--- src/rtl/gates_arbiter.sv ---
// Purpose : round-robin arbiter sharing one AND/OR gate unit among NREQ requesters.
// Latency : grant one cycle after req is sampled in IDLE; valid/ack two cycles after. At most one operation every 3 cycles.
// Backpres: requesters hold req (level) until their ack; req arriving outside IDLE waits for IDLE.
//
// Ports:
//   clk, rstn        clock (rising edge) and async active-low reset
//   req[NREQ]        per-requester request level
//   in1/in2          packed operands, requester i at [i*WIDTH +: WIDTH]
//   grant[NREQ]      one-hot winner of the operation in flight, 0 when idle
//   ack[NREQ]        one-hot 1-cycle pulse to the winner when the result is valid
//   valid            result valid pulse, coincident with ack
//   out1/out2        registered A&B / A|B of the winner, held until the next operation
//   out_id           winner index, qualified by valid
//   busy             high whenever the FSM is not IDLE
//   fsm_err          (GATES_ARB_FSM_RECOVER_EN only) pulse after an illegal state is seen
//
// Optional feature macro: GATES_ARB_FSM_RECOVER_EN selects a one-hot state encoding
// with illegal-state recovery and the fsm_err output. Without it the state is binary.
module gates_arbiter #(
    parameter int NREQ  = 4,
    parameter int WIDTH = 8
) (
    input  logic                      clk,
    input  logic                      rstn,
`ifdef GATES_ARB_FSM_RECOVER_EN
    output logic                      fsm_err,
`endif
    input  logic [NREQ-1:0]           req,
    input  logic [NREQ*WIDTH-1:0]     in1,
    input  logic [NREQ*WIDTH-1:0]     in2,
    output logic [NREQ-1:0]           grant,
    output logic [NREQ-1:0]           ack,
    output logic                      valid,
    output logic [WIDTH-1:0]          out1,
    output logic [WIDTH-1:0]          out2,
    output logic [$clog2(NREQ)-1:0]   out_id,
    output logic                      busy
);

    localparam int IDW = $clog2(NREQ);
    localparam logic [IDW:0]     NREQ_W = (IDW+1)'(NREQ);
    localparam logic [IDW-1:0]   LAST   = IDW'(NREQ - 1);
    localparam logic [NREQ-1:0]  ONE    = NREQ'(1);

`ifdef GATES_ARB_FSM_RECOVER_EN
    typedef enum logic [2:0] {
        IDLE = 3'b001,
        EXEC = 3'b010,
        RESP = 3'b100
    } state_t;
`else
    typedef enum logic [1:0] {
        IDLE = 2'd0,
        EXEC = 2'd1,
        RESP = 2'd2
    } state_t;
`endif

    state_t           state_q, state_d;
    logic [IDW-1:0]   ptr_q, ptr_d;
    logic [IDW-1:0]   win_q, win_d;
    logic [WIDTH-1:0] opa_q, opa_d;
    logic [WIDTH-1:0] opb_q, opb_d;
    logic [WIDTH-1:0] out1_q, out1_d;
    logic [WIDTH-1:0] out2_q, out2_d;
    logic [IDW-1:0]   out_id_q, out_id_d;

    // Round-robin search result
    logic             found;
    logic [IDW-1:0]   pick;
    logic [IDW:0]     cand;
    logic [NREQ-1:0]  win_oh;

    // First asserted request at or above ptr, wrapping past NREQ-1 back to 0.
    always_comb begin
        found = 1'b0;
        pick  = '0;
        cand  = '0;
        for (int i = 0; i < NREQ; i++) begin
            cand = {1'b0, ptr_q} + (IDW+1)'(i);
            if (cand >= NREQ_W) begin
                cand = cand - NREQ_W;
            end
            if (!found && req[cand[IDW-1:0]]) begin
                found = 1'b1;
                pick  = cand[IDW-1:0];
            end
        end
    end

    // Next-state and datapath
    always_comb begin
        state_d  = state_q;
        ptr_d    = ptr_q;
        win_d    = win_q;
        opa_d    = opa_q;
        opb_d    = opb_q;
        out1_d   = out1_q;
        out2_d   = out2_q;
        out_id_d = out_id_q;
        case (state_q)
            IDLE: begin
                if (found) begin
                    state_d = EXEC;
                    win_d   = pick;
                    // Latch the winner's operands so the requester may change them after grant.
                    opa_d   = in1[int'(pick)*WIDTH +: WIDTH];
                    opb_d   = in2[int'(pick)*WIDTH +: WIDTH];
                end
            end
            EXEC: begin
                state_d  = RESP;
                out1_d   = opa_q & opb_q;
                out2_d   = opa_q | opb_q;
                out_id_d = win_q;
            end
            RESP: begin
                state_d = IDLE;
                // Advance past the winner so a still-held request cannot starve others.
                ptr_d   = (win_q == LAST) ? '0 : win_q + 1'b1;
            end
            default: begin
                state_d = IDLE;
            end
        endcase
    end

    always_ff @(posedge clk or negedge rstn) begin
        if (!rstn) begin
            state_q  <= IDLE;
            ptr_q    <= '0;
            win_q    <= '0;
            opa_q    <= '0;
            opb_q    <= '0;
            out1_q   <= '0;
            out2_q   <= '0;
            out_id_q <= '0;
        end else begin
            state_q  <= state_d;
            ptr_q    <= ptr_d;
            win_q    <= win_d;
            opa_q    <= opa_d;
            opb_q    <= opb_d;
            out1_q   <= out1_d;
            out2_q   <= out2_d;
            out_id_q <= out_id_d;
        end
    end

`ifdef GATES_ARB_FSM_RECOVER_EN
    logic legal;
    logic fsm_err_q;

    assign legal = (state_q == IDLE) || (state_q == EXEC) || (state_q == RESP);

    // One-cycle pulse on the edge that pulls an illegal state back to IDLE.
    always_ff @(posedge clk or negedge rstn) begin
        if (!rstn) begin
            fsm_err_q <= 1'b0;
        end else begin
            fsm_err_q <= !legal;
        end
    end

    assign fsm_err = fsm_err_q;
`endif

    // grant/ack/valid decode only legal EXEC/RESP codes, so they stay 0 in any
    // illegal state and drop immediately on async reset.
    assign win_oh = ONE << win_q;
    assign busy   = (state_q != IDLE);
    assign valid  = (state_q == RESP);
    assign grant  = ((state_q == EXEC) || (state_q == RESP)) ? win_oh : '0;
    assign ack    = (state_q == RESP) ? win_oh : '0;
    assign out1   = out1_q;
    assign out2   = out2_q;
    assign out_id = out_id_q;

endmodule

--- config.mk ---
export PLATFORM = sky130hd
export DESIGN_NAME = gates_arbiter
export DESIGN_NICKNAME = d
export VERILOG_FILES = /design/src/rtl/gates_arbiter.sv
export SDC_FILE = /design/constraint.sdc
export NUM_CORES = 1
export LEC_CHECK = 0
export CAP_MARGIN = 10
export CORE_MARGIN = 3
export CORE_UTILIZATION = 45
export CTS_BUF_LIST = sky130_fd_sc_hd__clkbuf_4 sky130_fd_sc_hd__clkbuf_8
export CTS_CLUSTER_SIZE = 16
export DETAILED_ROUTE_END_ITERATION = 10
export PLACE_DENSITY = 0.95
export SLEW_MARGIN = 5
export SYNTH_ARGS = -nofsm -noshare
export SYNTH_HDL_FRONTEND = slang
export SYNTH_SLANG_ARGS = --single-unit
--- constraint.sdc ---
create_clock -name clk -period 2.8 [get_ports clk]
set_input_delay 0.56 -clock clk [delete_from_list [all_inputs] [get_ports clk]]
set_output_delay 0.56 -clock clk [all_outputs]
set_load 0.02 [all_outputs]
# Word level (Yosys, flattened, before mapping)
# Cells that the tools add are included.
[word_totals]
ff_bits = 40
in_bits = 70
output_inout_bits = 28
elab_cells = 68
[op_classes]
addsub = 8
order_cmp = 8
n_eq_ne = 4
n_shift = 3
mux = 25
n_bitwise = 2
reduce_logical = 10
[ops]
columns = ["cell", "count"]
rows = [
  ["32-bit by 6-bit indexed part select with 8-bit output", 2],
  ["2-bit 2-to-1 mux", 10],
  ["2-bit by 3-bit less-than comparator with 1-bit output (second input constant)", 4],
  ["3-bit >= comparator (second input constant)", 3],
  ["8-bit AND", 1],
  ["1-bit binary-select mux with 2-bit select", 4],
  ["1-bit 2-to-1 mux", 8],
  ["4-bit 2-to-1 mux", 2],
  ["8-bit bitwise OR", 1],
  ["2-bit by 1-bit subtractor with 2-bit output (second input constant)", 4],
  ["2-bit by 2-bit adder with 3-bit output (second input constant)", 2],
  ["2-bit equality test (second input constant)", 2],
  ["2-bit case mux with 2 select lines", 1],
  ["1-bit by 2-bit left shift with 4-bit output (first input constant)", 1],
  ["2-bit by 1-bit adder with 3-bit output (second input constant)", 1],
  ["2-bit by 3-bit >= comparator with 1-bit output (second input constant)", 1],
  ["1-bit logical AND", 3],
  ["1-bit logical NOT", 3],
  ["2-bit by 1-bit adder with 2-bit output (second input constant)", 1],
  ["2-bit by 1-bit equality test with 1-bit output (second input constant)", 1],
  ["2-bit logical NOT", 1],
  ["2-bit inequality test (second input constant)", 1],
  ["2-bit AND reduction", 1],
  ["2-bit nonzero test", 1],
  ["1-bit logical OR", 1],
]

# Depth between registers and ports, before layout
# Gate-level depths: netlist of the first run.
[logic_depth]
ltp_word = 16
ltp_mapped = 7
mapped_depth_nobuf = 5

# Least setup slack after synthesis of the first run
# Ideal clock, no wire load.
[synth_timing]
path_kind = "input-to-reg"
startpoint = "in req[3]"
endpoint = "reg opa_q[0]"
setup_time_ns = 0.132
arrival_ns = 1.559
required_ns = 2.668
slack_ns = 1.109
cell_stages = 5
n_path_buf = 1
cell_sequence = "a21boi_2 o221ai_4 buf_4 mux2i_1 o221ai_2"
[synth_via]
elab_chain_cells = 13
word_cells_on_any_way = 24
cone_classes = "shift: 1; mux: 16; reduce/logical: 7"
[synth_rtl]
columns = ["element", "line", "rtl"]
rows = [
  ["start, declared", "28", "input logic [NREQ-1:0] req,"],
  ["1-bit binary-select mux with 2-bit select", "84", "if (!found && req[cand[IDW-1:0]]) begin"],
  ["1-bit 2-to-1 mux (implied by the code)", "84", ""],
  ["1-bit 2-to-1 mux", "84", ""],
  ["1-bit logical NOT", "84", ""],
  ["1-bit logical AND", "84", ""],
  ["1-bit 2-to-1 mux", "84", ""],
  ["1-bit logical NOT", "84", ""],
  ["1-bit logical AND", "84", ""],
  ["1-bit 2-to-1 mux", "84", ""],
  ["1-bit logical NOT", "84", ""],
  ["1-bit logical AND", "84", ""],
  ["2-bit 2-to-1 mux / 1-bit 2-to-1 mux (equally long branches)", "84", ""],
  ["32-bit by 6-bit indexed part select with 8-bit output / 2-bit AND reduction (equally long branches)", "n/a", ""],
  ["end signal, assigned", "142", "opa_q <= opa_d;"],
  ["end, declared", "62", "logic [WIDTH-1:0] opa_q, opa_d;"],
]
# Parallel ways exist; a longest one is shown, timed or not. The select of a mux whose other input is x is not followed.
# A chain may end at the register's enable or synchronous reset.

# Worst setup path after layout of the first run
[layout_timing]
startpoint = "reg state_q[0]"
endpoint = "out ack[2]"
[layout_via]
elab_chain_cells = 2
[layout_rtl]
columns = ["element", "line", "rtl"]
rows = [
  ["start, declared", "59", "state_t state_q, state_d;"],
  ["start signal, assigned", "139", "state_q <= state_d;"],
  ["2-bit equality test", "174", "assign ack = (state_q == RESP) ? win_oh : '0;"],
  ["4-bit 2-to-1 mux", "174", ""],
  ["end, declared", "32", "output logic [NREQ-1:0] ack,"],
]
# No other way between the ends.

==> results summary, run 1 <==
The number of antenna cells inserted came out at 0. The tightest slew margin relative to the limit came out at 0.429. STA classifies the critical path startpoint as a flop. The worst hold path belongs to the class in2async. The overall track demand over capacity in global routing came out at 0.207.

The post-CTS setup repair buffer count came out at 0. The final global-route overflow total is 0. The synthesis-to-finish area growth is 48.6%. The number of nets with antenna violations after routing came out at 0. The slew of the pin with the lowest slew margin is 0.857 ns. The number of top-level design ports came out at 98. The largest driver fanout on the critical path came out at 8. In the routed layout, each cell is associated on average with a via count of 5.29. The switching power of the nets came out at 1.35 mW. The hold violation count in the final report came out at 0. Detailed routing inserted a total of 2030 vias. The post-route setup TNS came out at 0 ns. After filler insertion, the fill cell instance count of the layout stands at 372.

The required time at the endpoint of the critical path is 2.24 ns. The clock edge transition at the registers on the reported setup and hold paths is 0.08 ns. The combinational group share of total power is 0.556. The placeable core area came out at 4820 sq um.

The share of total power dissipated in sequential elements is 0.318. The number of antenna violations at the first check in global routing came to 0. Static timing analysis puts the maximum clock frequency at 400 MHz. The number of max-capacitance violations reported came out at 0. The number of input and output port buffers inserted came out at 97. The fraction of layout cells with a size suffix above 1 is 0.104.

The y dimension of the die came out at 77.1 um. Setup violations remaining at the end of the flow were counted as 0. The kind of critical path is reg2out. The number of buffers added by the clock tree synthesis step is 5.

The max-slew violation total from the final report came out at 0. The number of design rule violations left after detail routing is 0. Summed over all cells, the static leakage comes to 1.48 nW. The final standard cell utilization of the core is 0.701. The number of synthesized register bits came out at 40.

The share of synthesized area in the top cell type comes to 0.441. Of the total power, the share spent switching nets is 0.415. The deepest level of the CTS H-tree came out at 2. The type of destination of the critical path is an output pin. The final critical path time including I/O delays and setup is 2.50 ns. The net count reported at finish came out at 395. After clock tree synthesis, the repair step resized 0 gates. The die covers 5940 sq um. During synthesis, Yosys emitted a total of 0 warnings. In this run, the number of DRC markers left after iteration 0 of detailed routing was 248. The number of placed instances, taps included came out at 376.

No sink is reached through more buffers than the 2 on the longest clock path. The per-instance average area after synthesis came out at 10.5 sq um. The met2 track utilization from global routing came out at 0.349. The via count of the first global-routing pass was 2026. The total clock sinks is 40.

The maximum ir drop on the vdd rail is 0.584 mV. The sequential share of the synthesized area is 0.441. After synthesis, the cell types taking the most area are dfrtp_1 44%, mux2i_1 14%, o221ai_2 5.9%. Buffers inserted to repair hold after CTS numbered 0. The routed length per instance is 15.6 um. Before antenna repair, the detailed router went through 4 iterations. For met3 alone, demand over resource in global routing was 0.0458. The maximum number of pins on one net before global-route repair came out at 41.

The synthesized area is 2270 sq um. The number of cells produced by synthesis is 217. The placement row count is 25. The layer flagged by global routing as most heavily used is met2. The number of nets in the synthesized netlist came out at 296. The completed layout was analyzed and its total power is 3.25 mW. The die outline width came out at 77.1 um. The tree is rooted in a clkbuf_8. Of the available clock period, the critical path in the final layout requires 0.893. The origin of the worst setup path is state_q[0]. Setup repair after global routing left no endpoint under its margin.

The post-detailed-placement half-perimeter wirelength came out at 4600 um. The largest total area in the synthesized netlist belongs to dfrtp_1. The starting density of the core came out at 0.472.

The number of different library cells used by synthesis comes to 27. Of the total power, the clock network draws 0.126. The internal power consumption came out at 1.90 mW. For this block, the routed nets add up to 5990 um of wire.

For met1 alone, demand over resource in global routing was 0.265. Dividing total power by cell area gives a power density of 963 nW/um^2. TritonCTS built the clock tree. Data arrives at the worst endpoint at 1.94 ns. The flow ran to the end, and the final reports show no timing, DRC or antenna violations.

The finished layout holds 384 standard cells, fillers aside. The final weighted congestion in routability-driven placement came out at 0.849. The worst-case clock skew is 0.00951 ns. The first global-routing pass estimated 9710 um of wire. The clock latency of the later-clocked register in the worst-skew pair is 0.29 ns.

The launch instance of the worst register-to-register path is ptr_q[1].
[final timing paths]
check,end,slack [ns],depth (start not counted)
setup / recovery,ack[2],0.30,4
hold / removal,out2[1],0.38,1
setup reg to reg,opb_q[0],1.02,6
hold reg to reg,out_id[1],0.51,1
max in group asynchronous,out2[0],1.89,1
min in group clk,out_id[1],0.51,1
[cells in the final DEF (no fill, tap or decap)]
master / count
mux2i_1: 32
o221ai_1: 7
nor4_1: 1
nand2b_2: 1
nor2_1: 18
a21boi_2: 1
o221ai_2: 9
inv_1: 14
nand2b_1: 2
buf_2: 1
o22ai_1: 1
or2_1: 1
and2_1: 8
mux2_2: 3
buf_4: 8
o22ai_2: 1
a21oi_1: 8
clkbuf_4: 2
nand2_1: 25
clkdlybuf4s50_1: 96
o21ai_0: 12
nor2b_1: 1
o221ai_4: 1
clkbuf_8: 6
nand3_1: 9
ha_1: 9
dfrtp_1: 40
[state kept, by name, indices dropped and copies added, names as in the netlist]
name	cells
opa_q	8
opb_q	8
out1	8
out2	8
out_id	2
ptr_q	2
state_q	2
win_q	2
[through the flow]
stage	setup WS [ns]	cell area, sq um	hold WS [ns]
after floorplan	1.11	2270	0.264
after global placement	0.411	3280	0.495
after detailed placement	0.273	3280	0.498
after CTS	0.294	3380	0.400
after global routing	0.181	3380	0.431
final	0.299	3380	0.376
[routing by layer]
metal / vias to the layer above / routed length (um)
li1: 954 / -
met3: 15 / 376
met5: - / 0
met1: 965 / 2460
met4: 0 / 163
met2: 96 / 2990
[worst max-delay path: stages (launching register included)]
cell and delay, ns:
dfrtp_1 0.42, inv_1 0.14, ha_1 0.31, and2_1 0.17, clkdlybuf4s50_1 0.60
[cells in the mapped netlist]
library cell / count
and2_1: 8
dfrtp_1: 40
nand3_1: 9
inv_1: 14
or2_1: 1
nor4_1: 1
mux2i_1: 32
buf_4: 1
mux2_2: 3
o21ai_0: 12
o221ai_4: 1
nand2b_1: 2
buf_2: 3
buf_12: 1
nand2_1: 25
o221ai_2: 9
nor2_1: 18
o22ai_1: 1
o221ai_1: 7
buf_6: 4
o22ai_2: 1
ha_1: 9
a21oi_1: 8
clkbuf_1: 4
nor2b_1: 1
a21boi_2: 1
nand2b_2: 1
[logic make-up after synthesis]
logic type,after synthesis,synth area share
multiplexers,35,0.156
AND/OR/NAND/NOR,66,0.131
AO/OA/AOI/OAI,40,0.155
flip-flops,40,0.441
buffers and inverters,27,0.0683
adder cells (fa/ha/maj),9,0.0496
[layout make-up]
| cell class | count | area [sq um] | share of cell area |
|---|---|---|---|
| multi-input cells | 150 | 1120 | 0.330 |
| repair buffers | 105 | 1030 | 0.304 |
| flip-flops and latches | 40 | 1000 | 0.296 |
| clock buffers | 8 | 97.6 | 0.0289 |
| well taps | 67 | 83.8 | 0.0248 |
| inverters | 14 | 52.6 | 0.0156 |
[power by group through the flow]
stage	Clock (mW)	Combinational (mW)	Sequential (mW)
2_1_floorplan	0	1.10	1.10
3_3_place_gp	0	1.72	1.02
3_5_place_dp	0	1.79	1.04
4_1_cts	0.414	1.82	1.03
5_1_grt	0.438	1.97	1.07
6_report	0.411	1.81	1.03
No activity file was read; power rests on OpenSTA's default activity.
==> run 2, diff against run 1 <==
--- a/config.mk
+++ b/config.mk
@@ -8,7 +8,7 @@
 export CAP_MARGIN = 10
 export CORE_MARGIN = 3
 export CORE_UTILIZATION = 45
-export CTS_BUF_LIST = sky130_fd_sc_hd__clkbuf_4 sky130_fd_sc_hd__clkbuf_8
+export CTS_BUF_LIST = sky130_fd_sc_hd__clkbuf_16
 export CTS_CLUSTER_SIZE = 16
 export DETAILED_ROUTE_END_ITERATION = 10
 export PLACE_DENSITY = 0.95
==> run 2 against run 1 <==
Die area is the same. Sequential power is essentially flat. Register-to-register slack is essentially flat. Largest power group unchanged. Highest routed layer unchanged.
==> results summary, run 2 (synthesized netlist as in run 1, its figures left out) <==
The number of gates resized after CTS came out at 0 (unchanged). The clock share of power is 0.156 (+0.030). The vias per cell is 5.23 (-1.0%). The post-CTS setup repair buffer count was 0 (unchanged). The number of max-capacitance violations reported came out at 0 (unchanged). The number of top-level design ports is 98 (unchanged). The portion of total power attributed to sequential cells came out at 0.307 (-0.011). The violation count after the first detailed-route iteration came to 174 (-30%).

Setup repair after global routing left no endpoint under its margin. The ratio of final minimum period to clock period came out at 0.888 (-0.00544). The final cell count without fillers is 384 (unchanged). The clock latency of the later-clocked register in the worst-skew pair came out at 0.28 ns (about the same). The TritonCTS clock tree is yes. The count of filler cells inserted in the layout came out at 368 (-1.1%). The maximum ir drop on the vdd rail came out at 0.590 mV (+1.1%). The top cell types in the final layout, fill and taps aside, are 96 x clkdlybuf4s50_1, 40 x dfrtp_1, 32 x mux2i_1. The deepest level of the CTS H-tree came out at 2 (unchanged).

The slew of the pin with the lowest slew margin was 0.845 ns (-0.0122 ns). The worst-case clock skew is 0.00287 ns (-0.00664 ns). The max-slew violation total from the final report came out at 0 (unchanged). The worst setup path is captured at an output pin. The number of input and output port buffers inserted came out at 97 (unchanged). From synthesis to final layout, the design area changed by 50.3%. The routed length per instance is 15.3 um (-1.7%). The final weighted congestion in routability-driven placement came out at 0.849 (unchanged). The worst-case hold slack came out at 0.385 ns (+0.00928 ns). The total clock sinks is 40 (unchanged). The hold-fix buffer count after cts is 0 (unchanged). The number of antenna cells inserted is 0 (unchanged). The tightest slew margin relative to the limit was 0.437 (+0.00814). The fraction of layout cells with a size suffix above 1 is 0.0946 (-0.00946).

The final critical path time including I/O delays and setup was 2.49 ns (-0.0152 ns). The startpoint type of the worst setup path is a flop. The number of buffers added by the clock tree synthesis step came out at 5 (unchanged). The y dimension of the die was 77.1 um (unchanged). The combinational group share of total power is 0.537 (-0.019). The starting density of the core came out at 0.472 (unchanged). The post-detailed-placement half-perimeter wirelength is 4600 um (unchanged).

The number of optimization iterations in the first detailed-route pass came out at 4 (unchanged). The largest driver fanout on the critical path was 8 (unchanged). The switching power of the nets came out at 1.36 mW (+0.38%). The kind of critical path is reg2out.

The placeable core area is 4820 sq um (unchanged). The critical path arrival is 1.93 ns (about the same). In this run the worst hold path is classified as in2async.

The overall track demand over capacity in global routing was 0.206 (-0.00105). The required time at the endpoint of the critical path came to 2.24 ns (about the same). The number of nets with antenna violations after routing is 0 (unchanged). The run finished with clean final reports. The placement row count came out at 25 (unchanged). The via count of the first global-routing pass is 2036 (+0.49%).

The root buffer cell chosen for the clock tree is clkbuf_16. The net count reported at finish came to 395 (unchanged). The count of vias placed by the detailed router came out at 2009 (-1.0%). The net switching fraction of the power came out at 0.404 (-0.0116). The final setup violation count came out at 0 (unchanged).

The post-route setup TNS came out at 0 ns (unchanged). The global-route wire length before repair is 9600 um (-1.1%). The routed wire length was 5890 um (-1.7%).

The total power draw came out at 3.36 mW (+3.3%). The number of placed instances, taps included came to 376 (unchanged). The number of design rule violations left after detail routing is 0 (unchanged). The cell leakage power is 1.50 nW (+1.4%). The maximum number of pins on one net before global-route repair is 41 (unchanged). The number of antenna violations at the first check in global routing came out at 0 (unchanged). The internal power consumption was 2.00 mW (+5.3%).

The final global-route overflow total is 0 (unchanged). The overall die area came out at 5940 sq um (unchanged). The clock edge transition at the registers on the reported setup and hold paths came to 0.05 ns (-0.03 ns). The die outline width came out at 77.1 um (unchanged).

The deepest clock path buffer count was 2 (unchanged). Leaving out fill and tap cells, the most frequent cell in the layout is clkdlybuf4s50_1. The fmax came out at 402 MHz (+0.61%). The hold violation count in the final report is 0 (unchanged). The cell area power density was 983 nW/um^2 (+2.1%).
-- run 2: cell count changes in the layout (fill, tap and decap cells not counted), sizes merged --
cell / delta
inv: +2
clkinv: +1
clkbuf: -3
-- run 2: cell type report --
class / count / area, sq um / share of cell area
clock buffers: 5 / 125 / 0.0366
clock inverters: 3 / 11.3 / 0.00330
inverters: 14 / 52.6 / 0.0154
multi-input cells: 150 / 1120 / 0.327
flip-flops and latches: 40 / 1000 / 0.293
well taps: 67 / 83.8 / 0.0245
repair buffers: 105 / 1030 / 0.300
-- run 2: worst paths after layout --
check	from	endpoint	slack, ns	depth (start not counted)
min in group clk	out_id[1]	out_id[1]	0.50	1
max in group asynchronous	rstn	opb_q[4]	1.88	1
worst max-delay path	state_q[0]	ack[2]	0.31	4
worst min-delay path	rstn	out1[1]	0.38	1
worst max register to register	ptr_q[1]	opb_q[0]	1.01	6
worst min register to register	out_id[1]	out_id[1]	0.50	1
-- run 2: power by group through the flow --
stage	logic (mW)	registers [mW]	clock network, mW
after global routing	1.97	1.07	0.554
after floorplan	1.10	1.10	0
final	1.80	1.03	0.524
after CTS	1.81	1.03	0.534
after global placement	1.72	1.02	0
after detailed placement	1.79	1.04	0
-- run 2: through the flow --
stage	area [sq um]	setup slack (ns)	util
floorplan	2270	1.11	-
global placement	3280	0.411	0.681
detailed placement	3280	0.273	0.681
CTS	3420	0.306	0.709
global route	3420	0.199	0.709
finish	3420	0.315	0.709
-- run 2: worst max-delay path, cell delays in order, from the launching register on --
cell and delay (ns):
dfrtp_1 0.41, inv_1 0.15, ha_1 0.31, and2_1 0.17, clkdlybuf4s50_1 0.60
-- run 2: layer usage --
metal / share of wire / vias to the layer above / GRT usage / routed length (um)
li1: - / 957 / - / -
met1: 0.41 / 960 / 0.248 / 2410
met2: 0.51 / 79 / 0.350 / 3000
met3: 0.052 / 13 / 0.0446 / 308
met4: 0.030 / 0 / 0.0996 / 175
met5: 0 / - / 0 / 0
==> run 3, diff against run 2 <==
--- a/config.mk
+++ b/config.mk
@@ -12,6 +12,7 @@
 export CTS_CLUSTER_SIZE = 16
 export DETAILED_ROUTE_END_ITERATION = 10
 export PLACE_DENSITY = 0.95
+export SKIP_CTS_REPAIR_TIMING = 1
 export SLEW_MARGIN = 5
 export SYNTH_ARGS = -nofsm -noshare
 export SYNTH_HDL_FRONTEND = slang
==> results of run 3 <==
Final layout, timing and power as in run 2 (identical DEF).
